==> config.mk <==
export PLATFORM = sky130hd
export DESIGN_NAME = pack_fifo_flat
export DESIGN_NICKNAME = d
export VERILOG_FILES = /design/src/rtl/pack_fifo_if.sv /design/src/rtl/pack_fifo.sv /design/src/flat_wrapper.sv
export SDC_FILE = /design/constraint.sdc
export NUM_CORES = 1
export LEC_CHECK = 0
export CAP_MARGIN = 25
export CORE_ASPECT_RATIO = 0.8
export CORE_MARGIN = 2
export CORE_UTILIZATION = 53
export DETAILED_ROUTE_END_ITERATION = 6
export PLACE_DENSITY = 0.85
export SYNTH_ARGS = -nofsm -noshare
export SYNTH_HDL_FRONTEND = slang
export SYNTH_SLANG_ARGS = --single-unit
export TNS_END_PERCENT = 10
==> constraint.sdc <==
create_clock -name clk -period 3.65 [get_ports clk]
set_input_delay 0.5475 -clock clk [delete_from_list [all_inputs] [get_ports clk]]
set_output_delay 0.5475 -clock clk [all_outputs]
set_load 0.1 [all_outputs]
==> src/rtl/pack_fifo_if.sv <==
// Block-to-byte packer bus: block handshake in, byte FIFO write port out, status.
// Latency: none (wires only).
// Backpressure: full from the byte FIFO, in_ready towards the block source.
// Ports: in_valid/in/in_ready block handshake; full/push/data FIFO write port;
//        busy/done/byte_cnt status. master = packer side, slave = environment side.
interface pack_fifo_if #(
  parameter int BLOCK_BYTES = 16,
  parameter int CNT_W       = $clog2(BLOCK_BYTES + 1)
);
  logic                     in_valid;
  logic [8*BLOCK_BYTES-1:0] in;
  logic                     in_ready;
  logic                     full;
  logic                     push;
  logic [7:0]               data;
  logic                     busy;
  logic                     done;
  logic [CNT_W-1:0]         byte_cnt;

  modport master (
    input  in_valid, in, full,
    output in_ready, push, data, busy, done, byte_cnt
  );

  modport slave (
    output in_valid, in, full,
    input  in_ready, push, data, busy, done, byte_cnt
  );
endinterface

==> src/rtl/pack_fifo.sv <==
// Serializes one BLOCK_BYTES-wide block into bytes, MSB first, into a byte FIFO.
// Latency: accept at edge N, bytes on edges N+1..N+BLOCK_BYTES, done the cycle after.
// Backpressure: full stalls the byte stream (data held); in_ready low while busy/done.
// Ports: clk, rst (sync, active-high); bus (pack_fifo_if.master) carries the block
//        handshake, the FIFO write port (push/data/full) and busy/done/byte_cnt.
module pack_fifo #(
  parameter int BLOCK_BYTES = 16
) (
  input  logic        clk,
  input  logic        rst,
  pack_fifo_if.master bus
);
  localparam int BW    = 8 * BLOCK_BYTES;
  localparam int CNT_W = $clog2(BLOCK_BYTES + 1);
  localparam logic [CNT_W-1:0] LAST_BYTE = CNT_W'(BLOCK_BYTES - 1);

  typedef enum logic [1:0] {
    IDLE = 2'd0,
    SEND = 2'd1,
    DONE = 2'd2
  } state_t;

  state_t           state_q, state_d;
  logic [BW-1:0]    shift_q, shift_d;
  logic [CNT_W-1:0] cnt_q,   cnt_d;

  always_ff @(posedge clk) begin
    if (rst) begin
      state_q <= IDLE;
      shift_q <= '0;
      cnt_q   <= '0;
    end else begin
      state_q <= state_d;
      shift_q <= shift_d;
      cnt_q   <= cnt_d;
    end
  end

  always_comb begin
    state_d      = state_q;
    shift_d      = shift_q;
    cnt_d        = cnt_q;
    bus.in_ready = 1'b0;
    bus.push     = 1'b0;
    bus.data     = 8'h00;
    bus.busy     = 1'b0;
    bus.done     = 1'b0;

    case (state_q)
      IDLE: begin
        bus.in_ready = 1'b1;
        if (bus.in_valid) begin
          shift_d = bus.in;
          cnt_d   = '0;
          state_d = SEND;
        end
      end

      SEND: begin
        bus.busy = 1'b1;
        bus.data = shift_q[BW-1 -: 8];
        // A reset edge abandons the block, so the byte in flight on that edge
        // must not be handed to the FIFO either.
        bus.push = !bus.full && !rst;
        if (!bus.full) begin
          shift_d = shift_q << 8;
          cnt_d   = cnt_q + 1'b1;
          if (cnt_q == LAST_BYTE) begin
            state_d = DONE;
          end
        end
      end

      DONE: begin
        // cnt_q already reads BLOCK_BYTES here; clear it on the way back to IDLE.
        bus.done = 1'b1;
        cnt_d    = '0;
        state_d  = IDLE;
      end

      default: begin
        state_d = IDLE;
        shift_d = '0;
        cnt_d   = '0;
      end
    endcase
  end

  assign bus.byte_cnt = cnt_q;

endmodule

==> src/flat_wrapper.sv <==
// flat-port wrapper written by rule: the top's interface ports become plain ports
module pack_fifo_flat 
#(
  parameter int BLOCK_BYTES = 16
)
  (clk, rst, bus_in_valid, bus_in, bus_full, bus_in_ready, bus_push, bus_data, bus_busy, bus_done, bus_byte_cnt);
  pack_fifo_if #(.BLOCK_BYTES(BLOCK_BYTES)) bus_i ();
  input  logic clk;
  input  logic rst;
  input wire logic [$bits(bus_i.in_valid)-1:0] bus_in_valid;
  input wire logic [$bits(bus_i.in)-1:0] bus_in;
  input wire logic [$bits(bus_i.full)-1:0] bus_full;
  output wire logic [$bits(bus_i.in_ready)-1:0] bus_in_ready;
  output wire logic [$bits(bus_i.push)-1:0] bus_push;
  output wire logic [$bits(bus_i.data)-1:0] bus_data;
  output wire logic [$bits(bus_i.busy)-1:0] bus_busy;
  output wire logic [$bits(bus_i.done)-1:0] bus_done;
  output wire logic [$bits(bus_i.byte_cnt)-1:0] bus_byte_cnt;
  assign bus_i.in_valid = bus_in_valid;
  assign bus_i.in = bus_in;
  assign bus_i.full = bus_full;
  assign bus_in_ready = bus_i.in_ready;
  assign bus_push = bus_i.push;
  assign bus_data = bus_i.data;
  assign bus_busy = bus_i.busy;
  assign bus_done = bus_i.done;
  assign bus_byte_cnt = bus_i.byte_cnt;
  pack_fifo #(.BLOCK_BYTES(BLOCK_BYTES)) u_core (.clk(clk), .rst(rst), .bus(bus_i));
endmodule
# After elaboration in Yosys (flattened, before gate mapping)
# Cells that the tools add are included.
[word_totals] rom_bits=0 inputBits=132 register_bits=135 output_inout_bits=17 memories=0 ram_bits=0 elab_cells=33 latchBits=0
[op_classes] n_reduce_logical=7 bitwise=1 n_eq_ne=6 n_addsub=1 order_cmp=0 div=0 shifts=0 muxes=15 n_mul=0
[op_table] operator="one-hot mux 128 bit (3 select lines)" n=1
[op_table] operator="2-to-1 mux 128 bit" n=2
[op_table] operator="2-to-1 mux 5 bit" n=2
[op_table] operator="one-hot mux 5 bit (2 select lines)" n=1
[op_table] operator="2-to-1 mux 8 bit" n=1
[op_table] operator="2-to-1 mux 2 bit" n=3
[op_table] operator="AND reduction 3 bit" n=2
[op_table] operator="adder 5 x 1 -> 5 bit, second input constant" n=1
[op_table] operator="== test 5 x 4 -> 1 bit, second input constant" n=1
[op_table] operator="2-to-1 mux 1 bit" n=4
[op_table] operator="inequality test 2 bit, second input constant" n=2
[op_table] operator="one-hot mux 2 bit (2 select lines)" n=1
[op_table] operator="== test 2 x 1 -> 1 bit, second input constant" n=1
[op_table] operator="== test 2 bit, second input constant" n=1
[op_table] operator="logical NOT 1 bit" n=2
[op_table] operator="logical NOT 2 bit" n=1
[op_table] operator="inequality test 2 x 1 -> 1 bit, second input constant" n=1
[op_table] operator="AND reduction 2 bit" n=1
[op_table] operator="logical AND 1 bit" n=1
[op_table] operator="NOT 1 bit" n=1

# Longest topological paths before layout
[depth] word_depth=4 ltp_mapped=6 depth_no_buf=5

# Least setup slack after synthesis
# OpenSTA, ideal clock, no wires.
[synth_path] path_type="reg-to-output" startpoint="register u_core.state_q[0]" endpoint="output port bus_push" stages_incl_launch_ff=5 setup_slack_ns=-0.877 t_arrival_ns=3.979 n_path_buf=2 t_required_ns=3.102 path_cell_list="dfxtp_1 > buf_2 > nor2b_1 > clkbuf_1 > nor3b_1"
[synth_between] elab_chain_len=2
[synth_rtl] element="from (decl)" line="pack_fifo.sv:23" source="state_t state_q, state_d;"
[synth_rtl] element="from (signal assigned)" line="pack_fifo.sv:33" source="state_q <= state_d;"
[synth_rtl] element="== test 2 x 1 -> 1 bit" line="pack_fifo.sv:49" source="case (state_q)"
[synth_rtl] element="2-to-1 mux 1 bit" line="pack_fifo.sv:49"
[synth_rtl] element="to (decl)" line="flat_wrapper.sv:14" source="output wire logic [$bits(bus_i.push)-1:0] bus_push;"
# Every way passes these cells.

# Worst setup path in the final report
[layout_path] startpoint="register u_core.state_q[0]" endpoint="output port bus_done"
[layout_between] elab_chain_len=2
[layout_rtl] element="== test 2 bit" line="pack_fifo.sv:49"
[layout_rtl] element="2-to-1 mux 1 bit" line="pack_fifo.sv:49"
[layout_rtl] element="to (decl)" line="flat_wrapper.sv:17" source="output wire logic [$bits(bus_i.done)-1:0] bus_done;"
# Every way passes these cells.

==> results <==
- The master cell of the clock root buffer is clkbuf_16.
- The area fraction of the dominant cell type after synthesis is 44.74%.
- The number of H-tree levels is 4.
- The number of buffers added on ports is 148.
- Headroom to the max-slew limit came out at 35.46%.
- For the final database, setup skew stands at 8.339 ps.
- Setup repair after global routing left no endpoint under its margin.
- The max-cap violation count is 0.
- The top cell type by total area after synthesis is dfxtp_1.
- The die is 123.4 um wide.
- The first-pass iteration count of the detailed router is 5.
- At the worst endpoint, the required time is 3100 ps.
- The flow ran to the end, and the final reports show no timing, DRC or antenna violations.
- On the critical path the largest part of the delay comes from buffers and inverters.
- The mean routed wirelength per cell is 17.48 um.
- The logic depth of the worst path, buffers included is 3.
- The remaining global-route overflow is 0.
- The clock net in this run drives a total of 135 sinks.
- The antenna diode count is 0.
- The critical path is of the reg -> out type.
- The worst setup slack after placement is 972.2 ps.
- For this run, asynchronously set or reset flops after synthesis account for 0%.
- The count of hold-fix buffers inserted at cts is 0.
- The die area is 0.01227 mm^2.
- The number of antenna violations at the first check in global routing is 1.
- The clock latency of the later-clocked register in the worst-skew pair is 410 ps.
- IR analysis of the VDD net gives a maximum drop of 0.3780 mV.
- The count of unique library cells instantiated by Yosys is 30.
- The hold path endpoint is u_core.shift_q[105].
- The via count of the first global-routing pass came to 5198.
- The cell row count is 34.
- The starting utilization of the core area is 55.04%.
- Data on the critical path arrives at its endpoint at 2370 ps.
- The clock tree from TritonCTS is yes.
- The cell depth of the worst flop-to-flop path is 5.
- In this run, synthesis inferred 0 flip-flops with an integrated enable.
- The analysis attributes to cell leakage a power of 2.913 nW.
- The detailed placement HPWL is 10.45 mm.
- The number of buffers created by CTS is 17.
- Of the available clock period, the critical path in the final layout requires 79.82%.
- The cell area after synthesis is 0.006041 mm^2.
- For this run, design rule violations remaining after detail routing come to 0.
- The core region is 0.01098 mm^2.
- Together, buffers and inverters on the worst path number 2.
- The setup TNS after final layout is 0 ps.
- The type of the tightest min-delay check is reg -> reg.
- Relative to the synthesized area, the layout overhead comes to 34.57%.
- The maximum clock insertion buffer count is 2.
- The number of nets with antenna violations after detailed routing is 0.
- The total of endpoints with negative setup slack in the final report is 0.
- The worst hold path was traced through 2 stages.
- The slowest stage of the critical path belongs to the cell clkdlybuf4s50_1.
- Once the clock tree was built, the setup fixing pass inserted 0 buffers.
- The clock-pin slew on the worst setup and hold paths is 60 ps.
- The register-to-register path setup slack is 1430 ps.
- In this run the most critical hold path is launched from u_core.shift_q[105].
- The first-pass GRT wire length is 25.67 mm.
- The number of max-slew violations in the final report was 0.
- The startpoint of the worst register-to-register path is u_core.state_q[0].
- Entering global routing, the biggest net connects 69 pins.
- Fill cells in the final layout number 754.
- The critical path startpoint category is a flop.
- The all-layer global routing usage is 26.49%.
- Power spread over the standard cell area amounts to 505.3 mW/mm^2.
- Synthesis produced 638 cells.
- The number of synthesized register bits is 135.
- The detailed-route vias per instance is 5.808.
- The detailed router's first-iteration violation count is 479.
- The total count of hold-check failures in the final report is 0.
- The actual transition at the worst max-transition pin is 965.1 ps.
- In this run the worst path has a maximum fanout of 22.
- The clock period could shrink to 2914 ps.
- STA classifies the critical path endpoint as an output port.
- In this run, post-CTS repair resized a total of 0 instances.
- The overall die height is 99.49 um.
- The share of final-layout standard cells stronger than drive strength 1 is 20.70%.
- After layout, the worst setup slack is 736.4 ps.
- The share of the Yosys chip area taken by registers is 44.74%.
- Static timing analysis puts the maximum clock frequency at 343.2 MHz.
- The number of placed I/O pins is 149.
- The final net count is 889.
- The yosys synthesis warning count is 0.
- The stage delay of the slowest cell on the critical path is 1130 ps.
- By area the synthesized netlist is led by dfxtp_1, o221ai_1, a21oi_2.
- Traced cell by cell, the critical path runs through buf_4, nor2b_1, clkdlybuf4s50_1.
- The detailed-route via count is 5297.
- In this run the mean area of a mapped cell was 9.468 um^2.
- The synthesized netlist net count is 772.
- The global placer's final weighted congestion is 0.8654.
- The reg-to-reg endpoint is u_core.shift_q[32].
- For this run, the leading register cell type out of synthesis is dfxtp_1.
- The final wirelength is 15.94 mm.
worst register-to-register path, delay by kind of cell (launching register included):
kind	cells	cell delay, ps
DFF	1	550
buffers and inverters	2	790
AOI/OAI and AO/OA	2	360
and+or+nand+nor	1	400
cells in the final DEF, fill, tap and decap left out, types with 2 or more instances in the layout:
cell             instances
nand2_1                 11
buf_4                   15
o221ai_1               120
a21oi_1                 25
inv_6                    2
a31oi_1                  8
nand3b_1                16
o21ai_0                  3
buf_12                   6
clkinvlp_4               6
nor2b_1                  4
and2_1                   9
a21oi_2                100
ha_1                     2
bufinv_16                3
clkbuf_16               17
nor2_1                   4
clkinv_4                 2
inv_1                  122
nand2b_1                 4
clkdlybuf4s50_1        138
dfxtp_1                135
through the flow:
stage          std cells  area [um^2]  total power [mW]  utilization (%)  hold slack (ps)
3_5_place_dp         880         7525             2.380            68.56            436.4
4_1_cts              912         8129             4.121            74.07            447.5
3_3_place_gp         880         7525             2.357            68.56            433.0
5_1_grt              912         8129             4.261            74.07            468.0
2_1_floorplan        638         6046             2.137                -            420.5
6_report             912         8129             4.108            74.07            448.5
cells by family after synthesis:
kind of cell | Yosys count | share of synthesized area, %
buffers and inverters | 183 | 13.15
adders and majority gates | 2 | 0.4142
DFF | 135 | 44.74
AOI/OAI and AO/OA | 260 | 35.71
muxes | 1 | 0.1864
and+or+nand+nor | 57 | 5.800
area by class of cell:
type,instances,area [um^2],share of cell area [%]
Timing Repair Buffer,159,1614,19.86
Sequential cell,135,2703,33.25
Inverter,122,457.9,5.633
Clock inverter,14,175.2,2.155
Tap cell,144,180.2,2.216
Clock buffer,18,429.2,5.279
Multi-Input combinational cell,320,2570,31.61
state kept, by name, indices dropped and copies added, names as in the netlist:
name	flops
u_core.bus.byte_cnt	5
u_core.shift_q	128
u_core.state_q	2
power by group:
group,switching (mW),total (mW),internal [mW]
combinational,0.363,0.665,0.302
clock,0.669,1.75,1.08
sequential,0.0829,1.70,1.61
total,1.11,4.11,2.99
metal layers:
layer	global-route usage (%)	wire length (um)	up-vias
li1	-	-	2539
met1	35.77	7144	2553
met2	42.22	7594	178
met3	5.734	941	25
met4	8.654	249	2
met5	0	13	-
cells in the mapped netlist (2+ instances only):
master / n
a21oi_1: 26
a21oi_2: 100
a31oi_1: 8
and2_1: 9
buf_1: 3
buf_2: 14
buf_6: 12
clkbuf_1: 32
dfxtp_1: 135
ha_1: 2
inv_1: 122
nand2_1: 11
nand2b_1: 5
nand3b_1: 16
nor2_1: 4
nor2b_1: 4
o21ai_0: 3
o221ai_1: 120
how the worst max path moves through the flow:
stage,from,endpoint,slack (ps)
final,u_core.state_q[0],bus_done,740
after global routing,u_core.state_q[0],bus_done,640
after CTS,u_core.state_q[0],bus_done,740
after detailed placement,bus_in_valid,u_core.shift_q[67],970
after global placement,bus_in_valid,u_core.shift_q[67],1000
after floorplan,u_core.state_q[0],bus_push,50
(Power assumes the default switching activity.)
==> patch, RTL diff (config.mk and constraints unchanged) <==
Compare `cnt_q` against `LAST_BYTE` with >= in place of ==.
--- a/src/rtl/pack_fifo.sv
+++ b/src/rtl/pack_fifo.sv
@@ -65,7 +65,7 @@
         if (!bus.full) begin
           shift_d = shift_q << 8;
           cnt_d   = cnt_q + 1'b1;
-          if (cnt_q == LAST_BYTE) begin
+          if (cnt_q >= LAST_BYTE) begin
             state_d = DONE;
           end
         end
Formal check against the unedited RTL: same outputs for any inputs over 4 cycles, from zero or initial values and one cycle with rst high; that may be too few to reach the edited logic, so the function may still have changed.
==> patch against the original RTL <==
First-iteration DRC count decreased by 7.5%. Setup slack improved by 160 ps. Global-route usage down 1.2 points. Largest power group unchanged. Final area increased by 17%. Utilization decreased by 4.6 points. Power grew 5.5%. Critical endpoint is now bus_push. Critical path depth unchanged. Sequential cell count unchanged. Critical path type unchanged. Routed wire length grew 18%. Area after synthesis is 24% higher.
==> patch: results (changes against the original RTL) <==
fin nets 1,119 (+26%); fraction of layout cells with a size suffix above 1 0.279 (+0.0715); top cells by area, synth dfxtp_1 36%, a2111oi_2 20%, or2_2 10%; most instantiated cells after synthesis 135 x dfxtp_1, 131 x a21oi_1, 124 x nor2_1; vias in the first global route 6,209 (+19%); Leakage 3.53 nW (+21%); violation count after the first detailed-route iteration 443 (-7.5%); Seq/Total Area, Yosys 0.361 (-0.0860); antenna violations before repair 0 (-1); status completed; min-delay src u_core.shift_q[88]; DP Wirelength 11.5 mm (+10%); largest net degree at the start of global routing 126 (+83%); CP peak stage delay 600 ps (-530 ps); Synth Net Count 1,027 (+33%); Yosys cell types 26 (-13%); DR WL/cell 16.0 um (-8.4%); Worst Path Arrival 2210 ps (-160 ps); Worst path slowest cell nor3b_1; met3 GRT Util 0.0485 (-0.00887); via density per instance 5.49 (-5.5%); global-route wire length before repair 30.3 mm (+18%); Worst Reg-to-Reg Cells 4 (-1); # fillers 1,101 (+46%); GRT Total Usage 0.253 (-0.0118)
[patch: cells by family (layout without fill, tap and decap cells)]
kind of cell | after synthesis | after routing | synth area share
adders and majority gates | 2 | 2 | 0.00335
and+or+nand+nor | 277 | 277 | 0.188
DFF | 135 | 135 | 0.361
AOI/OAI and AO/OA | 269 | 269 | 0.330
buffers and inverters | 210 | 315 | 0.118
[patch: where the power goes]
part / total [mW] / internal, mW / switching [mW]
Clock: 1.85 / 1.21 / 0.637
Combinational: 0.814 / 0.388 / 0.427
Sequential: 1.67 / 1.61 / 0.0631
[patch: routing by layer]
metal  share of wire  vias to the layer above  wire [um]
li1                -                     3230          -
met1            0.46                     3052       8600
met2            0.48                      166       9080
met3           0.053                       18       1000
met4          0.0099                        0        187
met5               0                        -          0
[patch: path summary, 6_finish.rpt]
check                                           end  slack (ps)
worst max-delay path                       bus_push         890
worst min-delay path             u_core.shift_q[88]         460
worst min register to register   u_core.shift_q[88]         460
worst max register to register  u_core.shift_q[101]        1140
[patch: critical path: cells and delay by family, from the launching register on]
family	cells	cell delay (ps)
buffers and inverters	1	340
flip-flops	1	530
AND/OR/NAND/NOR	2	920
[patch: final cells by class]
type / instances / area share
Timing Repair Buffer: 160 / 0.166
Multi-Input combinational cell: 548 / 0.410
Tap cell: 180 / 0.0237
Inverter: 123 / 0.0491
Sequential cell: 135 / 0.284
Clock inverter: 8 / 0.0150
Clock buffer: 24 / 0.0517
[patch: metrics by stage]
stage          power (mW)  cell area [um^2]  instances  hold slack [ps]  worst slack (ps)
6_report             4.33              9510       1178              461               894
4_1_cts              4.36              9510       1178              461               849
3_3_place_gp         2.49              8870       1146              447               711
2_1_floorplan        2.27              7480        893              439               174
5_1_grt              4.50              9510       1178              477               693
3_5_place_dp         2.51              8870       1146              452               692
